File: src/rtl/mc_ctrl_pkg.sv
// Shared types for the multicycle MIPS main controller: state encoding,
// opcodes, datapath select encodings and the control bundle.
package mc_ctrl_pkg;

  typedef enum logic [3:0] {
    IDLE,
    FETCH,
    DECODE,
    MEMADR,
    MEMRD,
    MEMWB,
    MEMWR,
    EXEC,
    ALUWB,
    IEXEC,
    IWB,
    BRANCH,
    JUMP,
    HALT
  } state_t;

  localparam logic [5:0] OP_RTYPE = 6'b000000;
  localparam logic [5:0] OP_LW    = 6'b100011;
  localparam logic [5:0] OP_SW    = 6'b101011;
  localparam logic [5:0] OP_BEQ   = 6'b000100;
  localparam logic [5:0] OP_BNE   = 6'b000101;
  localparam logic [5:0] OP_ADDI  = 6'b001000;
  localparam logic [5:0] OP_J     = 6'b000010;
  localparam logic [5:0] OP_ORI   = 6'b001101;
  localparam logic [5:0] OP_ANDI  = 6'b001100;

  localparam logic [2:0] ALU_ADD   = 3'b000;
  localparam logic [2:0] ALU_SUB   = 3'b001;
  localparam logic [2:0] ALU_OR    = 3'b010;
  localparam logic [2:0] ALU_AND   = 3'b011;
  localparam logic [2:0] ALU_FUNCT = 3'b100;

  localparam logic [1:0] PC_ALU    = 2'b00;
  localparam logic [1:0] PC_ALUOUT = 2'b01;
  localparam logic [1:0] PC_JUMP   = 2'b10;

  localparam logic [1:0] SRCB_REGB  = 2'b00;
  localparam logic [1:0] SRCB_FOUR  = 2'b01;
  localparam logic [1:0] SRCB_IMM   = 2'b10;
  localparam logic [1:0] SRCB_IMMSH = 2'b11;

  typedef struct packed {
    logic       mem_req;
    logic       iord;
    logic       memwrite;
    logic       irwrite;
    logic       pcen;
    logic [1:0] pcsrc;
    logic       alusrca;
    logic [1:0] alusrcb;
    logic       extop;
    logic [2:0] aluop;
    logic       regdst;
    logic       memtoreg;
    logic       regwrite;
    logic       instr_done;
    logic       illegal;
  } ctrl_t;

  // Zero-extended immediates for the logical ops, sign-extended otherwise.
  function automatic logic is_logic_imm(input logic [5:0] op);
    return (op == OP_ORI) || (op == OP_ANDI);
  endfunction

endpackage

File: src/rtl/mc_ctrl_fsm_if.sv
// Controller <-> datapath/memory bundle; master is the controller side.
interface mc_ctrl_fsm_if;

  logic [5:0] op;
  logic       zero;
  logic       mem_ready;

  logic       mem_req;
  logic       iord;
  logic       memwrite;
  logic       irwrite;
  logic       pcen;
  logic [1:0] pcsrc;
  logic       alusrca;
  logic [1:0] alusrcb;
  logic       extop;
  logic [2:0] aluop;
  logic       regdst;
  logic       memtoreg;
  logic       regwrite;
  logic       instr_done;
  logic       illegal;

  modport master (
    input  op, zero, mem_ready,
    output mem_req, iord, memwrite, irwrite, pcen, pcsrc, alusrca, alusrcb,
           extop, aluop, regdst, memtoreg, regwrite, instr_done, illegal
  );

  modport slave (
    output op, zero, mem_ready,
    input  mem_req, iord, memwrite, irwrite, pcen, pcsrc, alusrca, alusrcb,
           extop, aluop, regdst, memtoreg, regwrite, instr_done, illegal
  );

endinterface

File: src/rtl/mc_ctrl_outdec.sv
// State/opcode to control-bundle decode; purely combinational, Moore except
// pcen/irwrite, which follow mem_ready in FETCH and zero in BRANCH.
module mc_ctrl_outdec
  import mc_ctrl_pkg::*;
(
  input  state_t     state,
  input  logic [5:0] op,
  input  logic       zero,
  input  logic       mem_ready,
  output ctrl_t      ctrl
);

  always_comb begin
    ctrl = '0;
    unique case (state)
      FETCH: begin
        ctrl.mem_req = 1'b1;
        ctrl.alusrcb = SRCB_FOUR;
        ctrl.aluop   = ALU_ADD;
        ctrl.pcsrc   = PC_ALU;
        ctrl.irwrite = mem_ready;
        ctrl.pcen    = mem_ready;
      end
      DECODE: begin
        ctrl.alusrcb = SRCB_IMMSH;
        ctrl.aluop   = ALU_ADD;
      end
      MEMADR: begin
        ctrl.alusrca = 1'b1;
        ctrl.alusrcb = SRCB_IMM;
        ctrl.aluop   = ALU_ADD;
      end
      MEMRD: begin
        ctrl.mem_req = 1'b1;
        ctrl.iord    = 1'b1;
      end
      MEMWB: begin
        ctrl.regwrite   = 1'b1;
        ctrl.memtoreg   = 1'b1;
        ctrl.instr_done = 1'b1;
      end
      MEMWR: begin
        // Strobe held for every cycle; the store retires on the ready cycle.
        ctrl.mem_req    = 1'b1;
        ctrl.iord       = 1'b1;
        ctrl.memwrite   = 1'b1;
        ctrl.instr_done = mem_ready;
      end
      EXEC: begin
        ctrl.alusrca = 1'b1;
        ctrl.alusrcb = SRCB_REGB;
        ctrl.aluop   = ALU_FUNCT;
      end
      ALUWB: begin
        ctrl.regwrite   = 1'b1;
        ctrl.regdst     = 1'b1;
        ctrl.instr_done = 1'b1;
      end
      IEXEC: begin
        ctrl.alusrca = 1'b1;
        ctrl.alusrcb = SRCB_IMM;
        ctrl.extop   = is_logic_imm(op);
        if (op == OP_ORI)
          ctrl.aluop = ALU_OR;
        else if (op == OP_ANDI)
          ctrl.aluop = ALU_AND;
        else
          ctrl.aluop = ALU_ADD;
      end
      IWB: begin
        ctrl.regwrite   = 1'b1;
        ctrl.instr_done = 1'b1;
      end
      BRANCH: begin
        ctrl.alusrca    = 1'b1;
        ctrl.alusrcb    = SRCB_REGB;
        ctrl.aluop      = ALU_SUB;
        ctrl.pcsrc      = PC_ALUOUT;
        ctrl.instr_done = 1'b1;
        ctrl.pcen       = (op == OP_BNE) ? ~zero : zero;
      end
      JUMP: begin
        ctrl.pcsrc      = PC_JUMP;
        ctrl.pcen       = 1'b1;
        ctrl.instr_done = 1'b1;
      end
      HALT: begin
        ctrl.illegal = 1'b1;
      end
      default: ctrl = '0;
    endcase
  end

endmodule

File: src/rtl/mc_ctrl_fsm.sv
// Multicycle MIPS main controller; one state per datapath step, memory
// states stall on mem_ready, illegal opcodes park in HALT until reset.
module mc_ctrl_fsm
  import mc_ctrl_pkg::*;
(
  input  logic          clk,
  input  logic          reset,
  mc_ctrl_fsm_if.master bus
);

  state_t state;
  state_t state_nxt;
  ctrl_t  ctrl;

  always_ff @(posedge clk or posedge reset) begin
    if (reset)
      state <= IDLE;
    else
      state <= state_nxt;
  end

  always_comb begin
    state_nxt = state;
    unique case (state)
      IDLE:   state_nxt = FETCH;
      FETCH:  if (bus.mem_ready) state_nxt = DECODE;
      DECODE: begin
        case (bus.op)
          OP_LW, OP_SW:             state_nxt = MEMADR;
          OP_RTYPE:                 state_nxt = EXEC;
          OP_ADDI, OP_ORI, OP_ANDI: state_nxt = IEXEC;
          OP_BEQ, OP_BNE:           state_nxt = BRANCH;
          OP_J:                     state_nxt = JUMP;
          default:                  state_nxt = HALT;
        endcase
      end
      MEMADR: state_nxt = (bus.op == OP_LW) ? MEMRD : MEMWR;
      MEMRD:  if (bus.mem_ready) state_nxt = MEMWB;
      MEMWB:  state_nxt = FETCH;
      MEMWR:  if (bus.mem_ready) state_nxt = FETCH;
      EXEC:   state_nxt = ALUWB;
      ALUWB:  state_nxt = FETCH;
      IEXEC:  state_nxt = IWB;
      IWB:    state_nxt = FETCH;
      BRANCH: state_nxt = FETCH;
      JUMP:   state_nxt = FETCH;
      HALT:   state_nxt = HALT;
      default: state_nxt = IDLE;
    endcase
  end

  mc_ctrl_outdec u_outdec (
    .state     (state),
    .op        (bus.op),
    .zero      (bus.zero),
    .mem_ready (bus.mem_ready),
    .ctrl      (ctrl)
  );

  always_comb begin
    bus.mem_req    = ctrl.mem_req;
    bus.iord       = ctrl.iord;
    bus.memwrite   = ctrl.memwrite;
    bus.irwrite    = ctrl.irwrite;
    bus.pcen       = ctrl.pcen;
    bus.pcsrc      = ctrl.pcsrc;
    bus.alusrca    = ctrl.alusrca;
    bus.alusrcb    = ctrl.alusrcb;
    bus.extop      = ctrl.extop;
    bus.aluop      = ctrl.aluop;
    bus.regdst     = ctrl.regdst;
    bus.memtoreg   = ctrl.memtoreg;
    bus.regwrite   = ctrl.regwrite;
    bus.instr_done = ctrl.instr_done;
    bus.illegal    = ctrl.illegal;
  end

endmodule

File: src/flat_wrapper.sv
// flat-port wrapper written by rule: the top's interface ports become plain ports
module mc_ctrl_fsm_flat import mc_ctrl_pkg::*;
  (clk, reset, bus_op, bus_zero, bus_mem_ready, bus_mem_req, bus_iord, bus_memwrite, bus_irwrite, bus_pcen, bus_pcsrc, bus_alusrca, bus_alusrcb, bus_extop, bus_aluop, bus_regdst, bus_memtoreg, bus_regwrite, bus_instr_done, bus_illegal);
  mc_ctrl_fsm_if bus_i ();
  input  logic clk;
  input  logic reset;
  input wire logic [$bits(bus_i.op)-1:0] bus_op;
  input wire logic [$bits(bus_i.zero)-1:0] bus_zero;
  input wire logic [$bits(bus_i.mem_ready)-1:0] bus_mem_ready;
  output wire logic [$bits(bus_i.mem_req)-1:0] bus_mem_req;
  output wire logic [$bits(bus_i.iord)-1:0] bus_iord;
  output wire logic [$bits(bus_i.memwrite)-1:0] bus_memwrite;
  output wire logic [$bits(bus_i.irwrite)-1:0] bus_irwrite;
  output wire logic [$bits(bus_i.pcen)-1:0] bus_pcen;
  output wire logic [$bits(bus_i.pcsrc)-1:0] bus_pcsrc;
  output wire logic [$bits(bus_i.alusrca)-1:0] bus_alusrca;
  output wire logic [$bits(bus_i.alusrcb)-1:0] bus_alusrcb;
  output wire logic [$bits(bus_i.extop)-1:0] bus_extop;
  output wire logic [$bits(bus_i.aluop)-1:0] bus_aluop;
  output wire logic [$bits(bus_i.regdst)-1:0] bus_regdst;
  output wire logic [$bits(bus_i.memtoreg)-1:0] bus_memtoreg;
  output wire logic [$bits(bus_i.regwrite)-1:0] bus_regwrite;
  output wire logic [$bits(bus_i.instr_done)-1:0] bus_instr_done;
  output wire logic [$bits(bus_i.illegal)-1:0] bus_illegal;
  assign bus_i.op = bus_op;
  assign bus_i.zero = bus_zero;
  assign bus_i.mem_ready = bus_mem_ready;
  assign bus_mem_req = bus_i.mem_req;
  assign bus_iord = bus_i.iord;
  assign bus_memwrite = bus_i.memwrite;
  assign bus_irwrite = bus_i.irwrite;
  assign bus_pcen = bus_i.pcen;
  assign bus_pcsrc = bus_i.pcsrc;
  assign bus_alusrca = bus_i.alusrca;
  assign bus_alusrcb = bus_i.alusrcb;
  assign bus_extop = bus_i.extop;
  assign bus_aluop = bus_i.aluop;
  assign bus_regdst = bus_i.regdst;
  assign bus_memtoreg = bus_i.memtoreg;
  assign bus_regwrite = bus_i.regwrite;
  assign bus_instr_done = bus_i.instr_done;
  assign bus_illegal = bus_i.illegal;
  mc_ctrl_fsm u_core (.clk(clk), .reset(reset), .bus(bus_i));
endmodule
File: config.mk
export PLATFORM = sky130hd
export DESIGN_NAME = mc_ctrl_fsm_flat
export DESIGN_NICKNAME = d
export VERILOG_FILES = /design/src/rtl/mc_ctrl_pkg.sv /design/src/rtl/mc_ctrl_fsm_if.sv /design/src/rtl/mc_ctrl_outdec.sv /design/src/rtl/mc_ctrl_fsm.sv /design/src/flat_wrapper.sv
export SDC_FILE = /design/constraint.sdc
export NUM_CORES = 1
export LEC_CHECK = 0
export ABC_CLOCK_PERIOD_IN_PS = 1600
export BUFFER_PORTS_ARGS = -buffer_cell sky130_fd_sc_hd__buf_2
export CORE_MARGIN = 3
export CORE_UTILIZATION = 35
export DETAILED_ROUTE_END_ITERATION = 8
export PLACE_DENSITY = 0.59
export SYNTH_ARGS = -nofsm -noshare
export SYNTH_HDL_FRONTEND = slang
export SYNTH_SLANG_ARGS = --single-unit
File: constraint.sdc
create_clock -name clk -period 1.6 [get_ports clk]
set_input_delay 0.32 -clock clk [delete_from_list [all_inputs] [get_ports clk]]
set_output_delay 0.32 -clock clk [all_outputs]
set_load 0.02 [all_outputs]
; After elaboration in Yosys (flattened, before gate mapping)
; Index checks and enable logic that the tools add are counted.
[totals]
reg_bits = 4
input_bits = 10
output_inout_bits = 19
[classes]
eq_ne = 24
n_mux = 23
n_bitwise = 1
reduce_logical = 14
[op_table]
columns = cell, n
row1 = 4-bit case mux with 9 select lines, 1
row2 = 4-bit equality test (second input constant), 6
row3 = 4-bit case mux with 5 select lines, 1
row4 = 6-bit by 4-bit equality test with 1-bit output (second input constant), 3
row5 = 3-bit case mux with 3 select lines, 2
row6 = 4-bit by 3-bit equality test with 1-bit output (second input constant), 4
row7 = 6-bit by 3-bit equality test with 1-bit output (second input constant), 2
row8 = 6-bit equality test (second input constant), 2
row9 = 4-bit 2-to-1 mux, 3
row10 = 1-bit 2-to-1 mux, 11
row11 = 3-bit OR reduction, 3
row12 = 4-bit by 2-bit equality test with 1-bit output (second input constant), 2
row13 = 2-bit OR reduction, 4
row14 = 6-bit by 2-bit equality test with 1-bit output (second input constant), 1
row15 = 6-bit zero test, 1
row16 = 2-bit != test (second input constant), 3
row17 = 2-bit case mux with 3 select lines, 1
row18 = 6-bit OR reduction, 1
row19 = 5-bit OR reduction, 1
row20 = 4-bit by 1-bit equality test with 1-bit output (second input constant), 1
row21 = 4-bit zero test, 1
row22 = 2-bit 2-to-1 mux, 2
row23 = 4-bit OR reduction, 1
row24 = 3-bit 2-to-1 mux, 1
row25 = 4 further kinds, 4

; Logic depth before layout (Yosys ltp)
[depth]
depth_word = 4
mapped_depth = 5
mapped_depth_nobuf = 4

; Modules after synthesis
; Synthesis repeated with hierarchy kept, for this count alone.
[unflattened]
hier_cells = 97
hier_area_um2 = 685.7
[by_module_without_submodules]
columns = module, n_inst, cells_each, area_each_um2
row1 = mc_ctrl_fsm, 1, 47, 375.4
row2 = mc_ctrl_outdec, 1, 50, 310.3

; Worst setup path before layout
; No wires, ideal clock.
[synth_timing]
kind = flip-flop to output port
startpoint = register u_core.state[3]
endpoint = output port bus_regwrite
t_arrival_ps = 1518
path_slack_ps = -238
stages_incl_launch_ff = 5
path_buffers = 2
path_cell_list = dfrtp_1 -> buf_4 -> buf_2 -> nor3_1 -> o21bai_1
[synth_between]
elab_chain_cells = 3
elab_cells_between_ends = 5
[synth_rtl]
columns = item, line
row1 = "start, declared", mc_ctrl_fsm.sv:11  ; state_t state;
row2 = "start signal, assigned", mc_ctrl_fsm.sv:19  ; state <= state_nxt;
row3 = 4-bit by 3-bit equality test with 1-bit output / 4-bit equality test (equally long branches), mc_ctrl_outdec.sv:15  ; unique case (state)
row4 = 3-bit OR reduction (no source line) *, -
row5 = 1-bit 2-to-1 mux *, mc_ctrl_outdec.sv:15
row6 = "end, declared", flat_wrapper.sv:22  ; output wire logic [$bits(bus_i.regwrite)-1:0] bus_regwrite;
; Every way passes the cells marked *; elsewhere a longest branch is shown, timed or not.

; Final worst setup path
[layout_timing]
startpoint = register u_core.state[0]
endpoint = output port bus_regwrite
; The elaborated chain is that of the path after synthesis.

==> results.toml <==
[run_status]
outcome = "complete, but fails checks"
violations = "setup timing"

[routing]
via_per_inst = 5.500
wl_per_cell_um = 14.38
drtIter0Drc = 14
drc = 0
vias = 836
first_pass_iters = 4
finalWirelength_um = 2186
ant_nets = 0

[synthesis]
ys_types = 33
ys_warn_count = 0
synth_most_common_cell = "nor2_1"
synth.largest_area_cell = "dfrtp_1"
async_flop_share = 1.000
syn-num-nets = 101
synth_commonest_cells = "nor2_1 (19), nor3_1 (7), nand2_1 (6), nand2b_1 (6)"
syn-cell-area_sq_um = 608.1
synthCells = 91
yosysSeqAreaShare = 0.1646
synth_edf_count = 0
synth_flop_cell = "dfrtp_1"
synth_seq_cells = 4
syn_avg_cell_area_sq_um = 6.682
synth_top_cell_area_share = 0.1646
synthTopCellsByArea = "dfrtp_1 (16%), nor2_1 (12%), nand2b_1 (6.2%), nor3_1 (5.8%), a221oi_2 (4.9%)"

[sta]
worstMarginPinSlew_ps = 288.5
fin_crit_ps = 1719
fmaxAchievable_ghz = 0.5817
fin_crit_sh = 1.074
setup_violations = 9
finalHoldViolCount = 0
fin_tns_setup_ps = -303.0
rsz0062_at_grt = "true"
drv_slew = 0
worst_slack_ps = -119.0
clock_skew_ps = 5.035
slew-limit-headroom = 0.8052

[final_layout]
regMostFlops = "u_core.state"
fin_cells = 152
diodes = 0
drive_gt1_frac = 0.6103
final_nets = 148
largest_register_ffs = 4
largestRegisters = "u_core.state (4)"
fin_util = 0.7087
area_delta_synth_final_pct = 83.74

[floorplan]
ios = 29
die_x_um = 47.68
dieArea_sq_um = 2273
rows = 14
core_sq_um = 1577
initial_core_util = 0.3857
dieHeight_um = 47.68

[critical_path]
r2r-start = "u_core.state[3]"
regToRegSetupSlack_ps = 230
cp-start-kind = "register"
worstSetupEndpointType = "primary output"
crit_arrival_ps = 1400
crit_required_ps = 1280
crit_fanout = 6
critical_path_class = "register to primary output"
r2r-end = "u_core.state[1]"
r2r_cells = 4

[clocking]
htreeDepth = 1
worstSkewPairLatency_ps = 230
clk_pin_slew_ps = 40
cts_max_path_buffers = 2
cts-root-buf = "clkbuf_4"
clock_sinks = 4
cts_buffers = 3
cts_tree = "built"

[worst_hold_path]
hold_end = "u_core.state[1]"
hold_depth = 2
hold_path_startpoint = "bus_mem_ready"
hp-class = "primary input to register"

[power]
switching_share = 0.4978
p_int_w = 0.001033
p_leak_nw = 0.5345
ir_drop_mv = 0.6652
switching_power_w = 0.001024
clkPwrFrac = 0.060
powerDensity_nw_per_um2 = 1842
seqPwrFrac = 0.127
p_comb_frac = 0.812

[global_route]
grt_antenna_before_repair = 0
grt_max_degree = 13
grt_usage = 0.1792
grt_pass1_vias = 668
overflow = 0
grt_pass1_wl_um = 2835

[place]
gp_congestion = 0.7496
dp.cells = 140
hpwl_um = 1362
port_buffers = 28

[flow_run]
max_cap_violations = 0
## through the flow
| stage | power, W | hold WS (ps) | area [sq um] | setup slack, ps |
|---|---|---|---|---|
| CTS | 0.001799 | 384.8 | 992.2 | -55.44 |
| global route | 0.002189 | 426.8 | 1117 | -181.9 |
| global placement | 0.001397 | 206.4 | 832.0 | 48.22 |
| floorplan | 0.001043 | 86.08 | 625.6 | -30.94 |
| detailed placement | 0.001398 | 202.2 | 832.0 | 38.43 |
| finish | 0.002058 | 419.3 | 1117 | -119.0 |
## timing repair
| item | CTS | global route |
|---|---|---|
| resized for setup | 25 | 32 |
| hold buffers | 1 | 0 |
| hold endpoints to repair | 4 | 0 |
| setup endpoints to repair | 18 | 17 |
| buffers inserted | 7 | 1 |
| pin swaps | 1 | 7 |
## final cells by class
cell class                 count  area [sq um]
multi-input combinational     76         573.1
fill                         124         459.2
timing repair buffer          49         381.6
sequential                     4         105.1
clock buffer                   3         22.52
tap                           16         20.02
inverter                       4         15.01
## cell usage in the layout, fill, tap and decap left out, types with 3 or more instances in the layout
cell type and count:
buf_4 24, buf_2 14, nor2_1 12, buf_6 9
nand2b_4 5, nor3_1 4, nor2_4 4, nand2_1 4
dfrtp_2 4, o21ai_1 3, nand4_1 3, a21oi_1 3
nor2_2 3, clkbuf_4 3
## routing by layer
| layer | wire (um) | share of wire | vias to the layer above | track usage |
|---|---|---|---|---|
| li1 | - | - | 417 | - |
| met1 | 868 | 0.40 | 388 | 0.2354 |
| met2 | 1188 | 0.54 | 27 | 0.2823 |
| met3 | 94 | 0.043 | 4 | 0.02256 |
| met4 | 35 | 0.016 | 0 | 0.09677 |
| met5 | 0 | 0 | - | 0 |
## power by group through the flow
stage                     clock network (W)  logic (W)  registers, W
after floorplan                           0   0.000882      0.000162
after global placement                    0    0.00115      0.000250
after detailed placement                  0    0.00115      0.000250
after CTS                          0.000125    0.00143      0.000244
after global routing               0.000138    0.00178      0.000274
final                              0.000124    0.00167      0.000262
## worst max-delay path by stage
stage	start	endpoint	slack [ps]	cells after the start
floorplan	u_core.state[3]	bus_regwrite	-30	4
global placement	bus_op[1]	bus_pcen	50	6
detailed placement	bus_op[1]	bus_pcen	40	6
CTS	u_core.state[0]	bus_pcen	-60	5
global route	u_core.state[0]	bus_regwrite	-180	5
finish	u_core.state[0]	bus_regwrite	-120	5
## cells by family after synthesis
family / after synthesis / share of synthesized area
XOR/XNOR: 2 / 0.02881
AND/OR/NAND/NOR: 51 / 0.4280
buffers and inverters: 11 / 0.09670
flip-flops: 4 / 0.1646
AO/OA/AOI/OAI: 23 / 0.2819
## critical path, stage by stage, from the launching register on
cell,delay [ps]
dfrtp_2,440
buf_12,130
nand2_2,100
nor3_4,150
o21bai_1,160
buf_4,180
(Power assumes the default switching activity.)
